===== config.mk =====
export PLATFORM = sky130hd
export DESIGN_NAME = spi_cmd_ctrl_param_flat
export DESIGN_NICKNAME = d
export VERILOG_FILES = /design/src/rtl/spi_cmd_ctrl_param_pkg.sv /design/src/rtl/spi_cmd_ctrl_param_if.sv /design/src/rtl/spi_cmd_ctrl_param_serializer.sv /design/src/rtl/spi_cmd_ctrl_param.sv /design/src/flat_wrapper.sv
export SDC_FILE = /design/constraint.sdc
export NUM_CORES = 2
export LEC_CHECK = 0
export BUFFER_PORTS_ARGS = -buffer_cell sky130_fd_sc_hd__buf_2
export CAP_MARGIN = 20
export CELL_PAD_IN_SITES_DETAIL_PLACEMENT = 1
export CELL_PAD_IN_SITES_GLOBAL_PLACEMENT = 2
export CORE_AREA = 2 2 356 358
export DETAILED_ROUTE_END_ITERATION = 10
export DIE_AREA = 0 0 358 360
export PLACE_DENSITY = 0.73
export SYNTH_ARGS = -nofsm -noshare
export SYNTH_HDL_FRONTEND = slang
export SYNTH_SLANG_ARGS = --single-unit

===== constraint.sdc =====
create_clock -name clk -period 52.3 [get_ports clk]
set_input_delay 10.46 -clock clk [delete_from_list [all_inputs] [get_ports clk]]
set_output_delay 10.46 -clock clk [all_outputs]
set_load 0.05 [all_outputs]

===== src/rtl/spi_cmd_ctrl_param_pkg.sv =====
// Shared command codes, status bit positions and FSM encoding for the
// parametrised SPI command controller.
package spi_cmd_pkg;

  localparam logic [7:0] CMD_LOAD_A   = 8'h10;
  localparam logic [7:0] CMD_LOAD_B   = 8'h20;
  localparam logic [7:0] CMD_START    = 8'h30;
  localparam logic [7:0] CMD_READ_RES = 8'h40;
  localparam logic [7:0] CMD_STATUS   = 8'h50;

  localparam int STAT_BUSY = 0;
  localparam int STAT_DONE = 1;
  localparam int STAT_ERR  = 2;
  localparam int STAT_IRQ  = 3;

  typedef enum logic [2:0] {
    ST_IDLE    = 3'd0,
    ST_LOAD_A  = 3'd1,
    ST_LOAD_B  = 3'd2,
    ST_READ    = 3'd3,
    ST_STATUS  = 3'd4,
    ST_DISCARD = 3'd5
  } state_t;

  function automatic int bytes_of(input int w);
    return (w + 7) / 8;
  endfunction

  function automatic int max3(input int a, input int b, input int c);
    int m;
    m = (a > b) ? a : b;
    return (m > c) ? m : c;
  endfunction

endpackage


===== src/rtl/spi_cmd_ctrl_param_if.sv =====
// Byte-level link between the SPI byte slave (master modport) and the
// command controller (slave modport).
interface spi_cmd_ctrl_param_if;
  logic       cs_n;
  logic [7:0] spi_rx_data;
  logic       spi_rx_valid;
  logic [7:0] spi_tx_data;
  logic       spi_tx_ready;
  logic       spi_tx_done;

  modport master (
    output cs_n, spi_rx_data, spi_rx_valid, spi_tx_done,
    input  spi_tx_data, spi_tx_ready
  );

  modport slave (
    input  cs_n, spi_rx_data, spi_rx_valid, spi_tx_done,
    output spi_tx_data, spi_tx_ready
  );
endinterface


===== src/rtl/spi_cmd_ctrl_param_serializer.sv =====
// Picks byte `sub` of element `idx` from a flat little-endian bus; bytes
// beyond the element width read as zero.
module spi_byte_serializer
  import spi_cmd_pkg::*;
#(
  parameter int W     = 32,
  parameter int COUNT = 16,
  parameter int IDX_W = 7
) (
  input  logic [COUNT*W-1:0] flat,
  input  logic [IDX_W-1:0]   idx,
  input  logic [IDX_W-1:0]   sub,
  output logic [7:0]         byte_out
);
  localparam int BYTES = bytes_of(W);

  logic [BYTES*8-1:0] elem;

  always_comb begin
    elem = '0;
    for (int i = 0; i < COUNT; i++) begin
      if (idx == IDX_W'(i)) elem[W-1:0] = flat[i*W +: W];
    end
    byte_out = 8'h00;
    for (int k = 0; k < BYTES; k++) begin
      if (sub == IDX_W'(k)) byte_out = elem[k*8 +: 8];
    end
  end
endmodule


===== src/rtl/spi_cmd_ctrl_param.sv =====
// SPI command controller for an NxN systolic array: loads A/B operands,
// starts compute, snapshots results and streams results/status over SPI.
module spi_cmd_ctrl_param
  import spi_cmd_pkg::*;
#(
  parameter int N   = 4,
  parameter int A_W = 16,
  parameter int B_W = 8,
  parameter int R_W = 32
) (
  input  logic                 clk,
  input  logic                 rst,
  spi_cmd_ctrl_param_if.slave  spi,
  output logic [N*N*A_W-1:0]   matrix_a_flat,
  output logic [N*N*B_W-1:0]   matrix_b_flat,
  input  logic [N*N*R_W-1:0]   results_flat,
  output logic                 start_compute,
  input  logic                 compute_done,
  output logic                 irq
);
  localparam int A_BYTES   = bytes_of(A_W);
  localparam int B_BYTES   = bytes_of(B_W);
  localparam int R_BYTES   = bytes_of(R_W);
  localparam int MAX_BYTES = max3(A_BYTES, B_BYTES, R_BYTES);
  localparam int CW        = $clog2(N*N*MAX_BYTES) + 1;

  localparam logic [CW-1:0] LAST_A = CW'(N*N*A_BYTES - 1);
  localparam logic [CW-1:0] LAST_B = CW'(N*N*B_BYTES - 1);
  localparam logic [CW-1:0] LAST_R = CW'(N*N*R_BYTES - 1);

  state_t               state_reg;
  logic [CW-1:0]        idx_reg, sub_reg, cnt_reg;
  logic                 busy_reg, done_reg, err_reg, irq_reg, pend_reg;
  logic                 start_reg, tx_ready_reg;
  logic [7:0]           tx_data_reg;
  logic [N*N*R_W-1:0]   snap_reg;

  logic [7:0]    status_byte, ser_byte;
  logic [CW-1:0] last_sub, last_cnt;
  logic          a_wr, b_wr, advance;

  assign spi.spi_tx_data  = tx_data_reg;
  assign spi.spi_tx_ready = tx_ready_reg;
  assign start_compute    = start_reg;
  assign irq              = irq_reg;

  always_comb begin
    status_byte            = 8'h00;
    status_byte[STAT_BUSY] = busy_reg;
    status_byte[STAT_DONE] = done_reg;
    status_byte[STAT_ERR]  = err_reg;
    status_byte[STAT_IRQ]  = irq_reg;
  end

  always_comb begin
    last_sub = CW'(R_BYTES - 1);
    last_cnt = LAST_R;
    case (state_reg)
      ST_LOAD_A: begin last_sub = CW'(A_BYTES - 1); last_cnt = LAST_A; end
      ST_LOAD_B: begin last_sub = CW'(B_BYTES - 1); last_cnt = LAST_B; end
      default:   ;
    endcase
  end

  assign a_wr    = (state_reg == ST_LOAD_A) && spi.spi_rx_valid && !spi.cs_n;
  assign b_wr    = (state_reg == ST_LOAD_B) && spi.spi_rx_valid && !spi.cs_n;
  // One byte step of the shared idx/sub/cnt walk, for loads and reads alike.
  assign advance = a_wr || b_wr ||
                   ((state_reg == ST_READ) && tx_ready_reg && spi.spi_tx_done && !spi.cs_n);

  genvar gi;
  for (gi = 0; gi < N*N; gi++) begin : g_a
    logic [A_W-1:0] elem_reg;
    always_ff @(posedge clk or posedge rst) begin
      if (rst) begin
        elem_reg <= '0;
      end else if (a_wr && idx_reg == CW'(gi)) begin
        for (int b = 0; b < A_W; b++) begin
          if (sub_reg == CW'(b / 8)) elem_reg[b] <= spi.spi_rx_data[b % 8];
        end
      end
    end
    assign matrix_a_flat[gi*A_W +: A_W] = elem_reg;
  end

  for (gi = 0; gi < N*N; gi++) begin : g_b
    logic [B_W-1:0] elem_reg;
    always_ff @(posedge clk or posedge rst) begin
      if (rst) begin
        elem_reg <= '0;
      end else if (b_wr && idx_reg == CW'(gi)) begin
        for (int b = 0; b < B_W; b++) begin
          if (sub_reg == CW'(b / 8)) elem_reg[b] <= spi.spi_rx_data[b % 8];
        end
      end
    end
    assign matrix_b_flat[gi*B_W +: B_W] = elem_reg;
  end

  spi_byte_serializer #(
    .W     (R_W),
    .COUNT (N*N),
    .IDX_W (CW)
  ) u_ser (
    .flat     (snap_reg),
    .idx      (idx_reg),
    .sub      (sub_reg),
    .byte_out (ser_byte)
  );

  always_ff @(posedge clk or posedge rst) begin
    if (rst) begin
      state_reg    <= ST_IDLE;
      idx_reg      <= '0;
      sub_reg      <= '0;
      cnt_reg      <= '0;
      busy_reg     <= 1'b0;
      done_reg     <= 1'b0;
      err_reg      <= 1'b0;
      irq_reg      <= 1'b0;
      pend_reg     <= 1'b0;
      start_reg    <= 1'b0;
      tx_ready_reg <= 1'b0;
      tx_data_reg  <= 8'h00;
      snap_reg     <= '0;
    end else begin
      start_reg <= 1'b0;

      if (advance) begin
        cnt_reg <= cnt_reg + 1'b1;
        if (sub_reg == last_sub) begin
          sub_reg <= '0;
          idx_reg <= idx_reg + 1'b1;
        end else begin
          sub_reg <= sub_reg + 1'b1;
        end
      end

      if (state_reg != ST_IDLE && spi.cs_n) begin
        state_reg    <= ST_IDLE;
        tx_ready_reg <= 1'b0;
        if (state_reg inside {ST_LOAD_A, ST_LOAD_B, ST_READ}) err_reg <= 1'b1;
      end else begin
        case (state_reg)
          ST_IDLE: begin
            if (spi.spi_rx_valid && !spi.cs_n) begin
              idx_reg <= '0;
              sub_reg <= '0;
              cnt_reg <= '0;
              if (busy_reg && (spi.spi_rx_data inside
                  {CMD_LOAD_A, CMD_LOAD_B, CMD_START, CMD_READ_RES})) begin
                err_reg   <= 1'b1;
                state_reg <= ST_DISCARD;
              end else begin
                case (spi.spi_rx_data)
                  CMD_LOAD_A:   state_reg <= ST_LOAD_A;
                  CMD_LOAD_B:   state_reg <= ST_LOAD_B;
                  CMD_START: begin
                    start_reg <= 1'b1;
                    busy_reg  <= 1'b1;
                  end
                  CMD_READ_RES: state_reg <= ST_READ;
                  CMD_STATUS: begin
                    tx_data_reg  <= status_byte;
                    tx_ready_reg <= 1'b1;
                    state_reg    <= ST_STATUS;
                  end
                  default: begin
                    err_reg   <= 1'b1;
                    state_reg <= ST_DISCARD;
                  end
                endcase
              end
            end
          end
          ST_LOAD_A, ST_LOAD_B: begin
            if (advance && cnt_reg == last_cnt) state_reg <= ST_IDLE;
          end
          ST_READ: begin
            if (!tx_ready_reg) begin
              tx_data_reg  <= ser_byte;
              tx_ready_reg <= 1'b1;
            end else if (spi.spi_tx_done) begin
              tx_ready_reg <= 1'b0;
              if (cnt_reg == '0) irq_reg <= 1'b0;
              if (cnt_reg == LAST_R) begin
                state_reg <= ST_IDLE;
                done_reg  <= 1'b0;
              end
            end
          end
          ST_STATUS: begin
            if (tx_ready_reg && spi.spi_tx_done) begin
              tx_ready_reg <= 1'b0;
              err_reg      <= 1'b0;
              state_reg    <= ST_IDLE;
            end
          end
          ST_DISCARD: ;
          default: state_reg <= ST_IDLE;
        endcase
      end

      // Completion overrides same-cycle flag clears; the snapshot is held
      // stable while a READ is streaming it.
      if (compute_done && busy_reg) begin
        busy_reg <= 1'b0;
        done_reg <= 1'b1;
        irq_reg  <= 1'b1;
        if (state_reg == ST_READ) pend_reg <= 1'b1;
        else                      snap_reg <= results_flat;
      end else if (pend_reg && state_reg != ST_READ) begin
        snap_reg <= results_flat;
        pend_reg <= 1'b0;
      end
    end
  end
endmodule


===== src/flat_wrapper.sv =====
// flat-port wrapper written by rule: the top's interface ports become plain ports
module spi_cmd_ctrl_param_flat import spi_cmd_pkg::*;
#(
  parameter int N   = 4,
  parameter int A_W = 16,
  parameter int B_W = 8,
  parameter int R_W = 32
)
  (clk, rst, matrix_a_flat, matrix_b_flat, results_flat, start_compute, compute_done, irq, spi_cs_n, spi_spi_rx_data, spi_spi_rx_valid, spi_spi_tx_done, spi_spi_tx_data, spi_spi_tx_ready);
  spi_cmd_ctrl_param_if spi_i ();
  input  logic clk;
  input  logic rst;
  output logic [N*N*A_W-1:0] matrix_a_flat;
  output logic [N*N*B_W-1:0] matrix_b_flat;
  input  logic [N*N*R_W-1:0] results_flat;
  output logic start_compute;
  input  logic compute_done;
  output logic irq;
  input wire logic [$bits(spi_i.cs_n)-1:0] spi_cs_n;
  input wire logic [$bits(spi_i.spi_rx_data)-1:0] spi_spi_rx_data;
  input wire logic [$bits(spi_i.spi_rx_valid)-1:0] spi_spi_rx_valid;
  input wire logic [$bits(spi_i.spi_tx_done)-1:0] spi_spi_tx_done;
  output wire logic [$bits(spi_i.spi_tx_data)-1:0] spi_spi_tx_data;
  output wire logic [$bits(spi_i.spi_tx_ready)-1:0] spi_spi_tx_ready;
  assign spi_i.cs_n = spi_cs_n;
  assign spi_i.spi_rx_data = spi_spi_rx_data;
  assign spi_i.spi_rx_valid = spi_spi_rx_valid;
  assign spi_i.spi_tx_done = spi_spi_tx_done;
  assign spi_spi_tx_data = spi_i.spi_tx_data;
  assign spi_spi_tx_ready = spi_i.spi_tx_ready;
  spi_cmd_ctrl_param #(.N(N), .A_W(A_W), .B_W(B_W), .R_W(R_W)) u_core (.clk(clk), .rst(rst), .spi(spi_i), .matrix_a_flat(matrix_a_flat), .matrix_b_flat(matrix_b_flat), .results_flat(results_flat), .start_compute(start_compute), .compute_done(compute_done), .irq(irq));
endmodule

# Word-level counts from Yosys, hierarchy flattened
# Cells that the tools add are included.
dict set report totals {
  regBits 935
  out_inout_bits 395
  input_bits 526
  elab_cells 338
}
dict set report op_classes {
  reduce_logical 127
  n_eq_ne 52
  addsub 3
  bitwise_logic 1
  mux 94
}
# operator n
set op_table {}
lappend op_table {{$mux W512} 3}
lappend op_table {{$mux W32} 16}
lappend op_table {{$reduce_and A2 Y1} 50}
lappend op_table {{$mux W7} 14}
lappend op_table {{$mux W8} 8}
lappend op_table {{$eq A7 B4 Y1 const B} 8}
lappend op_table {{$logic_and A1 B1 Y1} 46}
lappend op_table {{$mux W1} 38}
lappend op_table {{$pmux W3 S5} 2}
lappend op_table {{$eq A7 B2 Y1 const B} 4}
lappend op_table {{$eq A7 B3 Y1 const B} 4}
lappend op_table {{$reduce_and A5 Y1} 5}
lappend op_table {{$mux W3} 8}
lappend op_table {{$add A7 B1 Y7 const B} 3}
lappend op_table {{$logic_not A7 Y1} 3}
lappend op_table {{$reduce_bool A2 Y1} 10}
lappend op_table {{$ne A3 B1 Y1 const B} 6}
lappend op_table {{$eq A8 B6 Y1 const B} 2}
lappend op_table {{$eq A8 B7 Y1 const B} 2}
lappend op_table {{$pmux W8 S2} 1}
lappend op_table {{$eq A7 B1 Y1 const B} 2}
lappend op_table {{$ne A2 B2 Y1 const B} 7}
lappend op_table {{$pmux W6 S2} 1}
lappend op_table {{$ne A3 B2 Y1 const B} 3}
lappend op_table {{other kinds (23)} 31}

# Depth between registers and ports, before layout
dict set report depth {
  word_depth 23
  mapped_depth 13
  depth_no_buf 10
}

# Cells and area by module
# From an unflattened synthesis, not the netlist that was laid out.
dict set report unflattened {
  hier_cells 3081
  area_unflattened_um2 41471.0
}
# mod seq_area_each_um2 area_per_inst_um2 cells_per_inst n_inst
set by_module_without_submodules {}
lappend by_module_without_submodules {spi_cmd_ctrl_param 23397.4 35973.3 2249 1}
lappend by_module_without_submodules {spi_byte_serializer 0.0 5497.8 832 1}

# Worst setup path after synthesis
# OpenSTA, ideal clock, no wires.
dict set report synth_path {
  path_type {input-to-reg}
  startpoint {input port spi_cs_n}
  endpoint {register u_core.tx_data_reg[4], in the netlist u_core.spi.spi_tx_data[4]}
  stages 10
  n_path_buf 2
  required_time_ps 52174
  slack_ps 40034
  arrival_time_ps 12140
  setup_time_ps 126
  cell_sequence {nor2_1 -> and3_1 -> clkbuf_1 -> a41oi_1 -> clkbuf_1 -> nand2_1 -> o21ai_0 -> a21oi_1 -> nand2_1 -> o32a_1}
}
dict set report synth_between {
  elab_chain_len 4
  elab_cells_between_ends 6
  classes_between {eq/ne: 1; bitwise: 1; reduce/logical: 4}
}
# item line_no
set synth_lines {}
lappend synth_lines {{from (decl)} flat_wrapper.sv:19} ;# input wire logic [$bits(spi_i.cs_n)-1:0] spi_cs_n;
lappend synth_lines {{$logic_not A1 Y1} spi_cmd_ctrl_param.sv:146} ;# if (spi.spi_rx_valid && !spi.cs_n) begin
lappend synth_lines {{$logic_and A1 B1 Y1} spi_cmd_ctrl_param.sv:146}
lappend synth_lines {{$ne A2 B1 Y1 (no line)} -}
lappend synth_lines {{$reduce_and A6 Y1 (no line) (*)} -}
lappend synth_lines {{to (signal assigned)} spi_cmd_ctrl_param.sv:164} ;# tx_data_reg <= status_byte;
lappend synth_lines {{to (signal assigned)} spi_cmd_ctrl_param.sv:181} ;# tx_data_reg <= ser_byte;
lappend synth_lines {{to (decl)} spi_cmd_ctrl_param.sv:35} ;# logic [7:0] tx_data_reg;
# Every way passes the cells marked *; elsewhere a longest branch is shown, timed or not.
# A chain may end at the register's enable or synchronous reset.

# Worst setup path in the final report
dict set report layout_path {
  startpoint {input port compute_done}
  endpoint {register u_core.snap_reg[151]}
}
dict set report layout_between {
  elab_chain_len 3
  elab_cells_between_ends 5
  classes_between {eq/ne: 1; mux: 1; reduce/logical: 3}
}
# item line_no
set layout_lines {}
lappend layout_lines {{from (decl)} flat_wrapper.sv:17} ;# input logic compute_done;
lappend layout_lines {{$logic_and A1 B1 Y1 (*)} spi_cmd_ctrl_param.sv:206} ;# if (compute_done && busy_reg) begin
lappend layout_lines {{$ne A2 B2 Y1 (no line) / $reduce_bool A2 Y1 (equally long branches)} -}
lappend layout_lines {{$reduce_and A2 Y1 (no line)} -}
lappend layout_lines {{to (signal assigned)} spi_cmd_ctrl_param.sv:211} ;# else snap_reg <= results_flat;
lappend layout_lines {{to (signal assigned)} spi_cmd_ctrl_param.sv:213} ;# snap_reg <= results_flat;
lappend layout_lines {{to (decl)} spi_cmd_ctrl_param.sv:36} ;# logic [N*N*R_W-1:0] snap_reg;
# Marked as above.

==> impl_metrics.csv <==
group,metric,value,unit
critical_path,cp_common_cell,"buf_4",
sta,fin_crit,14.97,ns
global_routing,grt_usage,0.266,
synth,syn_inst,3025,
synth,synth_area,40700,um2
run_status,status,"complete, no violations",
critical_path,cp_top_family,"buffers and inverters",
sta,fin_crit_sh,0.286,
synth,syn_avg_cell_area,13.4,um2
clock_network,cts_setup_buffers,0,
sta,hold_ws,0.502,ns
synth,ys_types,82,
global_routing,grt_max_degree,183,
clock_network,ctsLongestPathBuffers,3,
detailed_routing,viasPerCell,5.36,
sta,drv_slew,0,
critical_path,worstPathMaxFanout,161,
sta,slew_headroom,0.142,
sta,finalHoldViolCount,0,
clock_network,cts_tree,"done",
sta,rsz0062_at_grt,"no",
synth,ys_async_sr_fraction,1.00,
detailed_routing,first_iter_violations,2125,
sta,tightest_slew,1.29,ns
cells_and_area,multi_input_area,16300,um2
die,die-area,129000,um2
sta,max_freq,0.0668,GHz
cells_and_area,largest_reg_flops,512,
die,coreArea,125000,um2
synth,yosysWarningCount,0,
die,fp.dieW,358,um
detailed_routing,firstDrtPassIters,5,
placed_design,post-dp-hpwl,129000,um
critical_path,cp.arrival,15.56,ns
flow_run,cap_violations,0,
clock_network,cts_resized,0,
detailed_routing,final_antenna_net_count,0,
critical_path,cp.required,52.89,ns
clock_network,clk_pin_slew_worst_paths,0.06,ns
clock_network,clock_insertion_delay_worst_skew,0.73,ns
die,dieHeight,360,um
cells_and_area,n_fill_cell,13418,
critical_path,crit_path_top_delay_cell,"buf_4",
global_routing,grt_pass1_wl,245000,um
cells_and_area,fin_util,0.405,
global_routing,antenna_found_initial,27,
clock_network,cts_sinks,935,
detailed_routing,drcViolationCount,0,
synth,synth_edf_count,0,
synth,yosysMostFrequentCell,"dfrtp_1",
global_routing,grt-ovfl-total,0,
placed_design,place_congestion,0.860,
critical_path,cp_num_buf_inv,6,
synth,seq_area_frac_synth,0.576,
clock_network,clock_tree.root_cell,"clkbuf_16",
cells_and_area,seq_area,23400,um2
die,io_pins,921,
synth,synthTopCellsByArea,"dfrtp_1 (58%), mux2_2 (25%), a221oi_1 (1.5%)",
die,placementRows,130,
synth,synth_area_leader_cell,"dfrtp_1",
pwr,p_leak,25.3,nW
detailed_routing,wire_per_inst,30.7,um
global_routing,grt_pass1_vias,32443,
clock_network,htree_levels,3,
critical_path,critPathMaxStageDelay,0.96,ns
min_path,hold_path.class,"flip-flop to flip-flop",
critical_path,crit_chain,"buf_2 > nand2_1 > inv_1 > o21a_4 > buf_4 > buf_4 > buf_12 > buf_4 > mux2_2",
die,initial_utilization,0.325,
sta,final.setup.tns,0,ns
detailed_routing,vias,30392,
synth,synth_top_area_frac,0.576,
placed_design,io_buffers,920,
detailed_routing,wl,174000,um
synth,syn_nets,3561,
synth,ys_seq_elements,935,
critical_path,start_kind,"input port",
critical_path,cp-end-kind,"flip-flop",
critical_path,path_class,"input port to flip-flop",
synth,synthTopCellsByCount,"dfrtp_1 (935), mux2_2 (895), nor2_1 (123), clkbuf_1 (117), nand2_1 (103)",
cells_and_area,drive_above_1_share,0.538,
clock_network,cts_hold_buf,0,
clock_network,numCtsBuffers,105,
sta,skew,0.0270,ns
pwr,powerDensity,35.1,nW/um2
cells_and_area,area_growth,24.4,%
sta,setup_viol,0,
cells_and_area,nets,4452,
synth,synth_flop_cell,"dfrtp_1",
pwr,max-vdd-ir-drop,0.0332,mV
final cells by class:
cell class              count  area share
clock inverters            36     0.00980
inverters                  14     0.00119
flip-flops and latches    935       0.463
repair buffers            986       0.101
diodes                     19    0.000940
well taps                1650      0.0408
clock buffers             159      0.0613
multi-input cells        1874       0.322
power breakdown:
| part | switching [mW] | total [mW] | internal, mW |
|---|---|---|---|
| Sequential | 0.0307 | 0.799 | 0.769 |
| Clock | 0.316 | 0.775 | 0.459 |
| Combinational | 0.129 | 0.200 | 0.0703 |
| Total | 0.476 | 1.77 | 1.30 |
routing by layer:
metal | up-vias | share of wire | GRT usage
li1 | 12950 | - | -
met1 | 16024 | 0.40 | 0.325
met2 | 1158 | 0.50 | 0.451
met3 | 258 | 0.070 | 0.0678
met4 | 2 | 0.037 | 0.0933
met5 | - | 0.000075 | 0
logic make-up (layout without fill, tap and decap cells):
| family | Yosys count | after routing | share of synthesized area |
|---|---|---|---|
| adder cells (fa/ha/maj) | 10 | 10 | 0.00308 |
| XOR/XNOR | 19 | 19 | 0.00409 |
| AND/OR/NAND/NOR | 465 | 465 | 0.0604 |
| AO/OA/AOI/OAI | 480 | 480 | 0.0825 |
| buffers and inverters | 216 | 1195 | 0.0252 |
| other | 0 | 19 | 0 |
| multiplexers | 900 | 900 | 0.249 |
| flip-flops | 935 | 935 | 0.576 |
metrics by stage:
stage          setup slack [ns]  std cells  power, mW  cell area [um2]
2_1_floorplan             15.55       3025      0.918            40700
3_3_place_gp              36.70       5459       1.01            46900
3_5_place_dp              36.67       5459       1.01            46900
4_1_cts                   37.43       5654       1.79            50500
5_1_grt                   37.05       5663       1.83            50500
6_report                  37.33       5673       1.77            50600
cell usage in the layout (no fill, tap or decap), types with 52 or more instances in the layout:
| master | instances |
|---|---|
| dfrtp_1 | 935 |
| nand2_1 | 100 |
| nor2_1 | 121 |
| a21oi_1 | 79 |
| o21ai_0 | 92 |
| nor2_2 | 52 |
| a221oi_1 | 68 |
| mux2_2 | 895 |
| clkbuf_16 | 106 |
| buf_4 | 64 |
| buf_2 | 920 |
path summary, 6_finish.rpt:
check                                      from                   endpoint  slack [ns]  cells after the start
max in group asynchronous                   rst       u_core.snap_reg[379]       37.73                      7
hold reg to reg            u_core.snap_reg[116]       u_core.snap_reg[116]        0.50                      1
setup / recovery                   compute_done       u_core.snap_reg[151]       37.33                      9
hold / removal             u_core.snap_reg[116]       u_core.snap_reg[116]        0.50                      1
setup reg to reg            u_core.state_reg[2]       u_core.snap_reg[151]       46.16                      7
min in group asynchronous                   rst  u_core.g_a[5].elem_reg[3]        9.91                      2
Power figures use the tool's default switching activity.
